$ cat config.mk
export PLATFORM = sky130hd
export DESIGN_NAME = mips_multicycle_control
export DESIGN_NICKNAME = d
export VERILOG_FILES = /design/src/rtl/mips_multicycle_control.sv
export SDC_FILE = /design/constraint.sdc
export NUM_CORES = 1
export LEC_CHECK = 0
export ABC_AREA = 0
export ABC_CLOCK_PERIOD_IN_PS = 3800
export CAP_MARGIN = 10
export CORE_ASPECT_RATIO = 1.2
export CORE_MARGIN = 3
export CORE_UTILIZATION = 47
export CTS_CLUSTER_SIZE = 20
export DETAILED_ROUTE_END_ITERATION = 10
export PLACE_DENSITY_LB_ADDON = 0.15
export SLEW_MARGIN = 10
export SYNTH_ARGS = -nofsm -noshare
export SYNTH_HDL_FRONTEND = slang
export SYNTH_SLANG_ARGS = --single-unit
$ cat constraint.sdc
create_clock -name clk -period 3.8 [get_ports clk]
set_input_delay 1.14 -clock clk [delete_from_list [all_inputs] [get_ports clk]]
set_output_delay 1.14 -clock clk [all_outputs]
set_load 0.02 [all_outputs]
$ cat src/rtl/mips_multicycle_control.sv
// Multicycle MIPS control unit: Moore FSM that sequences the shared-memory
// datapath through fetch, decode and the per-class execute/writeback states.
// The opcode is captured once in DECODE so later states ignore the live bus.
module mips_multicycle_control (
   input  logic       clk,
   input  logic       reset,
   input  logic [5:0] opcode,
   input  logic       mem_ready,
   output logic [1:0] alu_op,
   output logic       pc_write,
   output logic       pc_write_cond,
   output logic       i_or_d,
   output logic       mem_read,
   output logic       mem_write,
   output logic       ir_write,
   output logic       mem_to_reg,
   output logic       reg_dst,
   output logic       reg_write,
   output logic       alu_src_a,
   output logic [1:0] alu_src_b,
   output logic [1:0] pc_source,
   output logic       zero_ext,
   output logic       illegal_op,
   output logic [3:0] state
);

   localparam logic [3:0] FETCH  = 4'd0;
   localparam logic [3:0] DECODE = 4'd1;
   localparam logic [3:0] MEMADR = 4'd2;
   localparam logic [3:0] MEMRD  = 4'd3;
   localparam logic [3:0] MEMWB  = 4'd4;
   localparam logic [3:0] MEMWR  = 4'd5;
   localparam logic [3:0] REXEC  = 4'd6;
   localparam logic [3:0] RWB    = 4'd7;
   localparam logic [3:0] BRANCH = 4'd8;
   localparam logic [3:0] JUMP   = 4'd9;
   localparam logic [3:0] IEXEC  = 4'd10;
   localparam logic [3:0] IWB    = 4'd11;

   localparam logic [5:0] OP_RTYPE = 6'h00;
   localparam logic [5:0] OP_J     = 6'h02;
   localparam logic [5:0] OP_BEQ   = 6'h04;
   localparam logic [5:0] OP_ADDI  = 6'h08;
   localparam logic [5:0] OP_ORI   = 6'h0D;
   localparam logic [5:0] OP_LW    = 6'h23;
   localparam logic [5:0] OP_SW    = 6'h2B;

   logic [3:0] state_reg;
   logic [3:0] state_next;
   logic [5:0] opcode_reg;
   logic       op_legal;

   assign state = state_reg;

   // Opcode recognised by the decoder (drives both dispatch and illegal_op).
   always_comb begin
      unique case (opcode)
         OP_RTYPE, OP_J, OP_BEQ, OP_ADDI, OP_ORI, OP_LW, OP_SW: op_legal = 1'b1;
         default:                                               op_legal = 1'b0;
      endcase
   end

   // State and latched opcode; reset returns to FETCH immediately.
   always_ff @(posedge clk or posedge reset) begin
      if (reset) begin
         state_reg  <= FETCH;
         opcode_reg <= 6'h00;
      end else begin
         state_reg <= state_next;
         if (state_reg == DECODE)
            opcode_reg <= opcode;
      end
   end

   // Next-state selection; unused codes fall back to FETCH.
   always_comb begin
      state_next = FETCH;
      case (state_reg)
         FETCH:  state_next = mem_ready ? DECODE : FETCH;
         DECODE: begin
            case (opcode)
               OP_RTYPE:      state_next = REXEC;
               OP_LW, OP_SW:  state_next = MEMADR;
               OP_BEQ:        state_next = BRANCH;
               OP_J:          state_next = JUMP;
               OP_ADDI,
               OP_ORI:        state_next = IEXEC;
               default:       state_next = FETCH;
            endcase
         end
         MEMADR: state_next = (opcode_reg == OP_SW) ? MEMWR : MEMRD;
         MEMRD:  state_next = mem_ready ? MEMWB : MEMRD;
         MEMWB:  state_next = FETCH;
         MEMWR:  state_next = mem_ready ? FETCH : MEMWR;
         REXEC:  state_next = RWB;
         RWB:    state_next = FETCH;
         BRANCH: state_next = FETCH;
         JUMP:   state_next = FETCH;
         IEXEC:  state_next = IWB;
         IWB:    state_next = FETCH;
         default: state_next = FETCH;
      endcase
   end

   // Output decode from the registered state; reset forces every control to 0.
   // Only FETCH's write strobes look at mem_ready so a stalled fetch writes nothing.
   always_comb begin
      alu_op        = 2'b00;
      pc_write      = 1'b0;
      pc_write_cond = 1'b0;
      i_or_d        = 1'b0;
      mem_read      = 1'b0;
      mem_write     = 1'b0;
      ir_write      = 1'b0;
      mem_to_reg    = 1'b0;
      reg_dst       = 1'b0;
      reg_write     = 1'b0;
      alu_src_a     = 1'b0;
      alu_src_b     = 2'b00;
      pc_source     = 2'b00;
      zero_ext      = 1'b0;
      illegal_op    = 1'b0;
      if (!reset) begin
         case (state_reg)
            FETCH: begin
               mem_read  = 1'b1;
               ir_write  = mem_ready;
               pc_write  = mem_ready;
               alu_src_b = 2'b01;
            end
            DECODE: begin
               alu_src_b  = 2'b11;
               illegal_op = ~op_legal;
            end
            MEMADR: begin
               alu_src_a = 1'b1;
               alu_src_b = 2'b10;
            end
            MEMRD: begin
               mem_read = 1'b1;
               i_or_d   = 1'b1;
            end
            MEMWB: begin
               reg_write  = 1'b1;
               mem_to_reg = 1'b1;
            end
            MEMWR: begin
               mem_write = 1'b1;
               i_or_d    = 1'b1;
            end
            REXEC: begin
               alu_src_a = 1'b1;
               alu_op    = 2'b10;
            end
            RWB: begin
               reg_write = 1'b1;
               reg_dst   = 1'b1;
            end
            BRANCH: begin
               alu_src_a     = 1'b1;
               alu_op        = 2'b01;
               pc_write_cond = 1'b1;
               pc_source     = 2'b01;
            end
            JUMP: begin
               pc_write  = 1'b1;
               pc_source = 2'b10;
            end
            IEXEC: begin
               alu_src_a = 1'b1;
               alu_src_b = 2'b10;
               if (opcode_reg == OP_ORI) begin
                  alu_op   = 2'b11;
                  zero_ext = 1'b1;
               end
            end
            IWB: begin
               reg_write = 1'b1;
               zero_ext  = (opcode_reg == OP_ORI);
            end
            default: ;
         endcase
      end
   end

endmodule

==> results.sh, run 1 <==
export IMPL_cpPeakStageDelay_ps=600
export IMPL_final_nets=163
export IMPL_slew_violations=0
export IMPL_ys_warn_count=0
export IMPL_crit_chain="clkdlybuf4s50_1, buf_4, buf_4, nor2_1, clkdlybuf4s50_1"
export IMPL_ys_seq_area_share_pct=28.5
export IMPL_relSlewSlack_pct=66.1
export IMPL_post_dp_cell_area_um2=1250
export IMPL_antenna_found_initial=0
export IMPL_cts_hold_buf=0
export IMPL_drive_above_1_share_pct=20.9
export IMPL_fin_area_um2=1300
export IMPL_drt_wl_total_um=2390
export IMPL_numPortBuffers=30
export IMPL_die_width_um=45.4
export IMPL_period_share_pct=97.3
export IMPL_die_h_um=53.3
export IMPL_rsz0062_at_grt="no"
export IMPL_hold_worst_slack_ps=480
export IMPL_diodes=0
export IMPL_core_um2=1700
export IMPL_combPwrFrac_pct=54.9
export IMPL_cts_setup_buffers=0
export IMPL_peakVddDrop_uv=339
export IMPL_cp_max_fo=13
export IMPL_grt_max_degree=17
export IMPL_avgSynthCellArea_um2=7.56
export IMPL_ys_async_sr_fraction_pct=100
export IMPL_track_usage_pct=23.4
export IMPL_grt_pass1_vias=974
export IMPL_grt_pass1_wl_um=4190
export IMPL_mostFrequentLayoutCells="nand2_1, buf_4, clkdlybuf4s50_1"
export IMPL_max_slew_worst_pin_slew_ps=509
export IMPL_rows=16
export IMPL_finalCriticalPeriod_ps=3700
export IMPL_area_growth_pct=48.6
export IMPL_crit_arrival_ps=2560
export IMPL_drc=0
export IMPL_p_leak_nw=0.627
export IMPL_power_frac_clock_pct=14.2
export IMPL_vias_per_cell=5.85
export IMPL_htreeDepth=1
export IMPL_root_buffer="clkbuf_4"
export IMPL_drt_pass1_iterations=4
export IMPL_gp_congestion=0.776
export IMPL_max_freq_mhz=270
export IMPL_path_buf_inv=4
export IMPL_finalSetupViolCount=0
export IMPL_cts_buffer_depth=2
export IMPL_netlist_area_um2=877
export IMPL_num_vias=1001
export IMPL_dp_hpwl_um=1780
export IMPL_grt_use_met3_pct=4.42
export IMPL_synth_seq_cells=10
export IMPL_cts_made_buffers=3
export IMPL_fin_util_pct=76.6
export IMPL_initial_core_util_pct=51.5
export IMPL_fin_skew_ps=2.18
export IMPL_hold_viol=0
export IMPL_busiest_layer="met2"
export IMPL_critPathSlowestCell="clkdlybuf4s50_1"
export IMPL_syn_nets=125
export IMPL_clk_latency_ps=280
export IMPL_wl_per_cell_um=14.0
export IMPL_met1_usage_pct=24.9
export IMPL_cp_top_family="buffers and inverters"
export IMPL_path_class="input port to output port"
export IMPL_tns_ps=0
export IMPL_status="completed"
export IMPL_p_switching_w=0.000324
export IMPL_overflow=0
export IMPL_place_ws_ps=-260
export IMPL_worst_slack_ps=102
export IMPL_boundaryPins=31
export IMPL_cts_sinks=10
export IMPL_grt_met2_usage_pct=40.7
export IMPL_internal_power_w=0.000384
export IMPL_end_kind="output port"
export IMPL_cp_start_kind="input port"
export IMPL_cts_tree="yes"
export IMPL_dieArea_um2=2420
export IMPL_required_ps=2660
export IMPL_hold_class="flop to flop"
export IMPL_switching_share_pct=45.8
export IMPL_powerDensity_nw_per_um2=543
export IMPL_synth_cell_type_count=38
export IMPL_synth_cells=116
export IMPL_largest_register_ffs=6
export IMPL_postRouteAntennaNets=0
export IMPL_pwr_share_seq_pct=30.9
export IMPL_cap_violations=0
export IMPL_path_clk_slew_ps=70
export IMPL_synth_edf_count=0
export IMPL_final_common_cell="nand2_1"
export IMPL_synthFlopType="dfrtp_1"
export IMPL_post_cts_resized=13
export IMPL_drt_iter0_markers=18
-- routing by layer --
metal  wire length, um  up-vias
met3               158        8
met5                 0        -
met4                69        0
li1                  -      493
met1               947      466
met2              1210       34
-- cell type report --
type | instances | area (um^2)
multi-input cells | 90 | 567
fillers | 146 | 398
clock buffers | 4 | 36.3
flip-flops and latches | 10 | 250
inverters | 2 | 7.51
repair buffers | 47 | 420
well taps | 18 | 22.5
-- per-stage QoR --
| stage | instances | total power [W] |
|---|---|---|
| after CTS | 171 | 0.000709 |
| final | 171 | 0.000708 |
| after floorplan | 116 | 0.000495 |
| after detailed placement | 167 | 0.000618 |
| after global routing | 171 | 0.000766 |
| after global placement | 167 | 0.000606 |
-- worst reg2reg max path, delay by kind of cell, from the launching register on --
family,cells,cell delay (ps)
DFF,1,660
AOI/OAI and AO/OA,3,600
and+or+nand+nor,1,380
-- power groups by stage --
stage          sequential [W]  clock (W)  combinational [W]
5_1_grt              0.000228   0.000108           0.000429
3_5_place_dp         0.000221          0           0.000397
6_report             0.000219   0.000100           0.000388
4_1_cts              0.000219   0.000102           0.000388
3_3_place_gp         0.000216          0           0.000390
2_1_floorplan        0.000197          0           0.000298
-- kinds of logic after synthesis --
group	count (synthesis)	share of synthesized area, %
AOI/OAI and AO/OA	23	19.3
and+or+nand+nor	65	40.9
xor gates and xnor gates	2	2.00
DFF	10	28.5
buffers and inverters	16	9.27
-- synthesized netlist by cell type (all sizes together) (4+ instances only) --
| cell type | number | area (um^2) |
|---|---|---|
| nor2 | 6 | 22.5 |
| o21ai | 4 | 20.0 |
| nand2 | 25 | 93.8 |
| nor4 | 8 | 50.1 |
| clkbuf | 8 | 30.0 |
| buf | 6 | 43.8 |
| o311ai | 4 | 35.0 |
| dfrtp | 10 | 250 |
| nand2b | 4 | 32.5 |
| a21oi | 5 | 25.0 |
| nor3 | 9 | 55.1 |
-- final timing paths --
path | to | slack [ps] | startpoint | depth (start not counted)
max | reg_write | 100 | reset | 5
min | opcode_reg[4]$_DFFE_PP0P_ | 480 | opcode_reg[4]$_DFFE_PP0P_ | 2
max reg2reg | state[2]$_DFF_PP0_ | 2040 | state[0]$_DFF_PP0_ | 4
min reg2reg | opcode_reg[4]$_DFFE_PP0P_ | 480 | opcode_reg[4]$_DFFE_PP0P_ | 2
max in group asynchronous | state[1]$_DFF_PP0_ | 2280 | reset | 4
min in group asynchronous | opcode_reg[0]$_DFFE_PP0P_ | 1380 | reset | 4
Note: power is estimated with default switching activity, not from simulation.
==> run 2: changes to the inputs <==
--- a/config.mk
+++ b/config.mk
@@ -6,11 +6,11 @@
 export NUM_CORES = 1
 export LEC_CHECK = 0
 export ABC_AREA = 0
-export ABC_CLOCK_PERIOD_IN_PS = 3800
+export ABC_CLOCK_PERIOD_IN_PS = 3900
 export CAP_MARGIN = 10
 export CORE_ASPECT_RATIO = 1.2
 export CORE_MARGIN = 3
-export CORE_UTILIZATION = 47
+export CORE_UTILIZATION = 44
 export CTS_CLUSTER_SIZE = 20
 export DETAILED_ROUTE_END_ITERATION = 10
 export PLACE_DENSITY_LB_ADDON = 0.15
==> constraint.sdc (replaced) <==
create_clock -name clk -period 3.9 [get_ports clk]
set_input_delay 1.17 -clock clk [delete_from_list [all_inputs] [get_ports clk]]
set_output_delay 1.17 -clock clk [all_outputs]
set_load 0.02 [all_outputs]
==> run 2 against run 1 <==
Sequential share of layout area down 0.13 points. Critical path type unchanged. First-iteration DRC count fell by 17%. Global-route usage down 2.9 points. Sequential cell count unchanged. Critical path depth unchanged. Largest power group unchanged. Via count increased by 0.20%.
==> results.sh, run 2 (synthesis gave the netlist of run 1 again) <==
export IMPL_status="completed"
export IMPL_end_kind="output port"
export IMPL_grt_pass1_wl_um=3840
export IMPL_p_leak_nw=0.676
export IMPL_peakVddDrop_uv=308
export IMPL_combPwrFrac_pct=55.6
export IMPL_diodes=0
export IMPL_tns_ps=0
export IMPL_relSlewSlack_pct=65.7
export IMPL_hold_viol=0
export IMPL_antenna_found_initial=0
export IMPL_grt_pass1_vias=914
export IMPL_slew_violations=0
export IMPL_largest_register_ffs=6
export IMPL_cts_sinks=10
export IMPL_max_slew_worst_pin_slew_ps=515
export IMPL_gp_congestion=0.838
export IMPL_overflow=0
export IMPL_cp_start_kind="input port"
export IMPL_critPathSlowestCell="clkdlybuf4s50_1"
export IMPL_pwr_share_seq_pct=30.6
export IMPL_die_width_um=46.8
export IMPL_dieArea_um2=2570
export IMPL_powerDensity_nw_per_um2=525
export IMPL_num_fill_cells=173
export IMPL_internal_power_w=0.000378
export IMPL_num_vias=1003
export IMPL_core_um2=1870
export IMPL_cts_setup_buffers=0
export IMPL_finalCriticalPeriod_ps=3830
export IMPL_boundaryPins=31
export IMPL_p_switching_w=0.000311
export IMPL_drive_above_1_share_pct=19.0
export IMPL_area_growth_pct=49.6
export IMPL_wl_per_cell_um=13.2
export IMPL_rows=17
export IMPL_fin_area_um2=1310
export IMPL_hold_path_depth=2
export IMPL_max_freq_mhz=261
export IMPL_root_buffer="clkbuf_4"
export IMPL_die_h_um=54.9
export IMPL_final_common_cell="nand2_1"
export IMPL_drt_pass1_iterations=4
export IMPL_cap_violations=0
export IMPL_dp_hpwl_um=1660
export IMPL_mostFrequentLayoutCells="nand2_1, clkdlybuf4s50_1, buf_4"
export IMPL_hold_class="flop to flop"
export IMPL_drc=0
export IMPL_r2r_end="state[2]$_DFF_PP0_"
export IMPL_switching_share_pct=45.1
export IMPL_cpPeakStageDelay_ps=650
export IMPL_crit_chain="clkdlybuf4s50_1, buf_4, nand2_1, nor4_1, clkdlybuf4s50_1"
export IMPL_finalSetupViolCount=0
export IMPL_grt_use_met3_pct=2.59
export IMPL_power_frac_clock_pct=13.8
export IMPL_min_to="opcode_reg[4]$_DFFE_PP0P_"
export IMPL_hp_start="opcode_reg[4]$_DFFE_PP0P_"
export IMPL_cts_made_buffers=3
export IMPL_post_dp_cell_area_um2=1250
export IMPL_crit_arrival_ps=2660
export IMPL_busiest_layer="met2"
export IMPL_drt_iter0_markers=15
export IMPL_r2r_slack_ps=2150
export IMPL_initial_core_util_pct=46.9
export IMPL_required_ps=2730
export IMPL_htreeDepth=1
export IMPL_crit_path_frequent_cell="clkdlybuf4s50_1"
export IMPL_cp_max_fo=6
export IMPL_r2r_start="state[0]$_DFF_PP0_"
export IMPL_cts_buffer_depth=2
export IMPL_cts_tree="yes"
export IMPL_regArea_um2=250
export IMPL_r2r_cells=4
export IMPL_vias_per_cell=5.83
export IMPL_clk_latency_ps=270
export IMPL_numPortBuffers=30
export IMPL_grt_max_degree=17
export IMPL_track_usage_pct=20.5
export IMPL_period_share_pct=98.1
export IMPL_multiInputGateArea_um2=552
export IMPL_final_nets=163
export IMPL_path_class="input port to output port"
export IMPL_met1_usage_pct=24.4
export IMPL_path_clk_slew_ps=70
export IMPL_postRouteAntennaNets=0
export IMPL_fin_skew_ps=0.540
export IMPL_drt_wl_total_um=2270
export IMPL_grt_met2_usage_pct=35.6
export IMPL_rsz0062_at_grt="no"
[run 2: worst max-delay path by stage]
stage / start / end / slack [ps] / depth (start not counted)
3_5_place_dp: opcode[0] / illegal_op / -220 / 7
3_3_place_gp: opcode[3] / illegal_op / -190 / 5
4_1_cts: reset / pc_source[0] / 2 / 4
6_report: mem_ready / ir_write / 70 / 5
5_1_grt: reset / mem_read / 20 / 4
2_1_floorplan: reset / pc_source[0] / 140 / 4
[run 2: power by group through the flow]
stage	logic [W]	registers (W)	clock network (W)
floorplan	0.000290	0.000192	0
global placement	0.000384	0.000211	0
detailed placement	0.000389	0.000214	0
CTS	0.000388	0.000211	0.0000970
global route	0.000425	0.000222	0.000101
finish	0.000383	0.000211	0.0000954
[run 2: area by class of cell]
| cell class | instances | area share (%) |
|---|---|---|
| Timing Repair Buffer | 47 | 33.7 |
| Sequential cell | 10 | 19.1 |
| Clock buffer | 4 | 2.76 |
| Inverter | 2 | 0.572 |
| Tap cell | 19 | 1.81 |
| Multi-Input combinational cell | 90 | 42.0 |
[run 2: worst max-delay path: cells and delay by family]
kind	cells	cell delay, ps
buffers and inverters	3	1260
and+or+nand+nor	2	230
[run 2: layer usage]
metal,part of all wire [%],vias up
met5,0,-
met2,47,47
met3,8.3,6
met4,1.9,0
li1,-,498
met1,43,452
[run 2: metrics by stage]
step | hold WS [ps] | utilization, % | cells | total power [W] | setup WS (ps)
global route | 534 | 70.1 | 172 | 0.000748 | 15.3
global placement | 456 | 67.0 | 168 | 0.000595 | -188
detailed placement | 463 | 67.0 | 168 | 0.000603 | -220
finish | 473 | 70.1 | 172 | 0.000690 | 73.3
CTS | 478 | 68.9 | 172 | 0.000696 | 1.66
floorplan | 436 | - | 116 | 0.000482 | 142
[run 2: repair_timing]
action | 4_1_cts | 5_1_grt
resized for setup | 4 | 11
endpoints found under the setup margin | 4 | 10
pin swaps | 0 | 0
hold buffers | 0 | 0
==> run 3: changes to the inputs <==
--- a/config.mk
+++ b/config.mk
@@ -14,7 +14,7 @@
 export CTS_CLUSTER_SIZE = 20
 export DETAILED_ROUTE_END_ITERATION = 10
 export PLACE_DENSITY_LB_ADDON = 0.15
-export SLEW_MARGIN = 10
+export SLEW_MARGIN = 40
 export SYNTH_ARGS = -nofsm -noshare
 export SYNTH_HDL_FRONTEND = slang
 export SYNTH_SLANG_ARGS = --single-unit
==> results of run 3 <==
The final DEF is identical to that of run 2; final timing and power are the same.
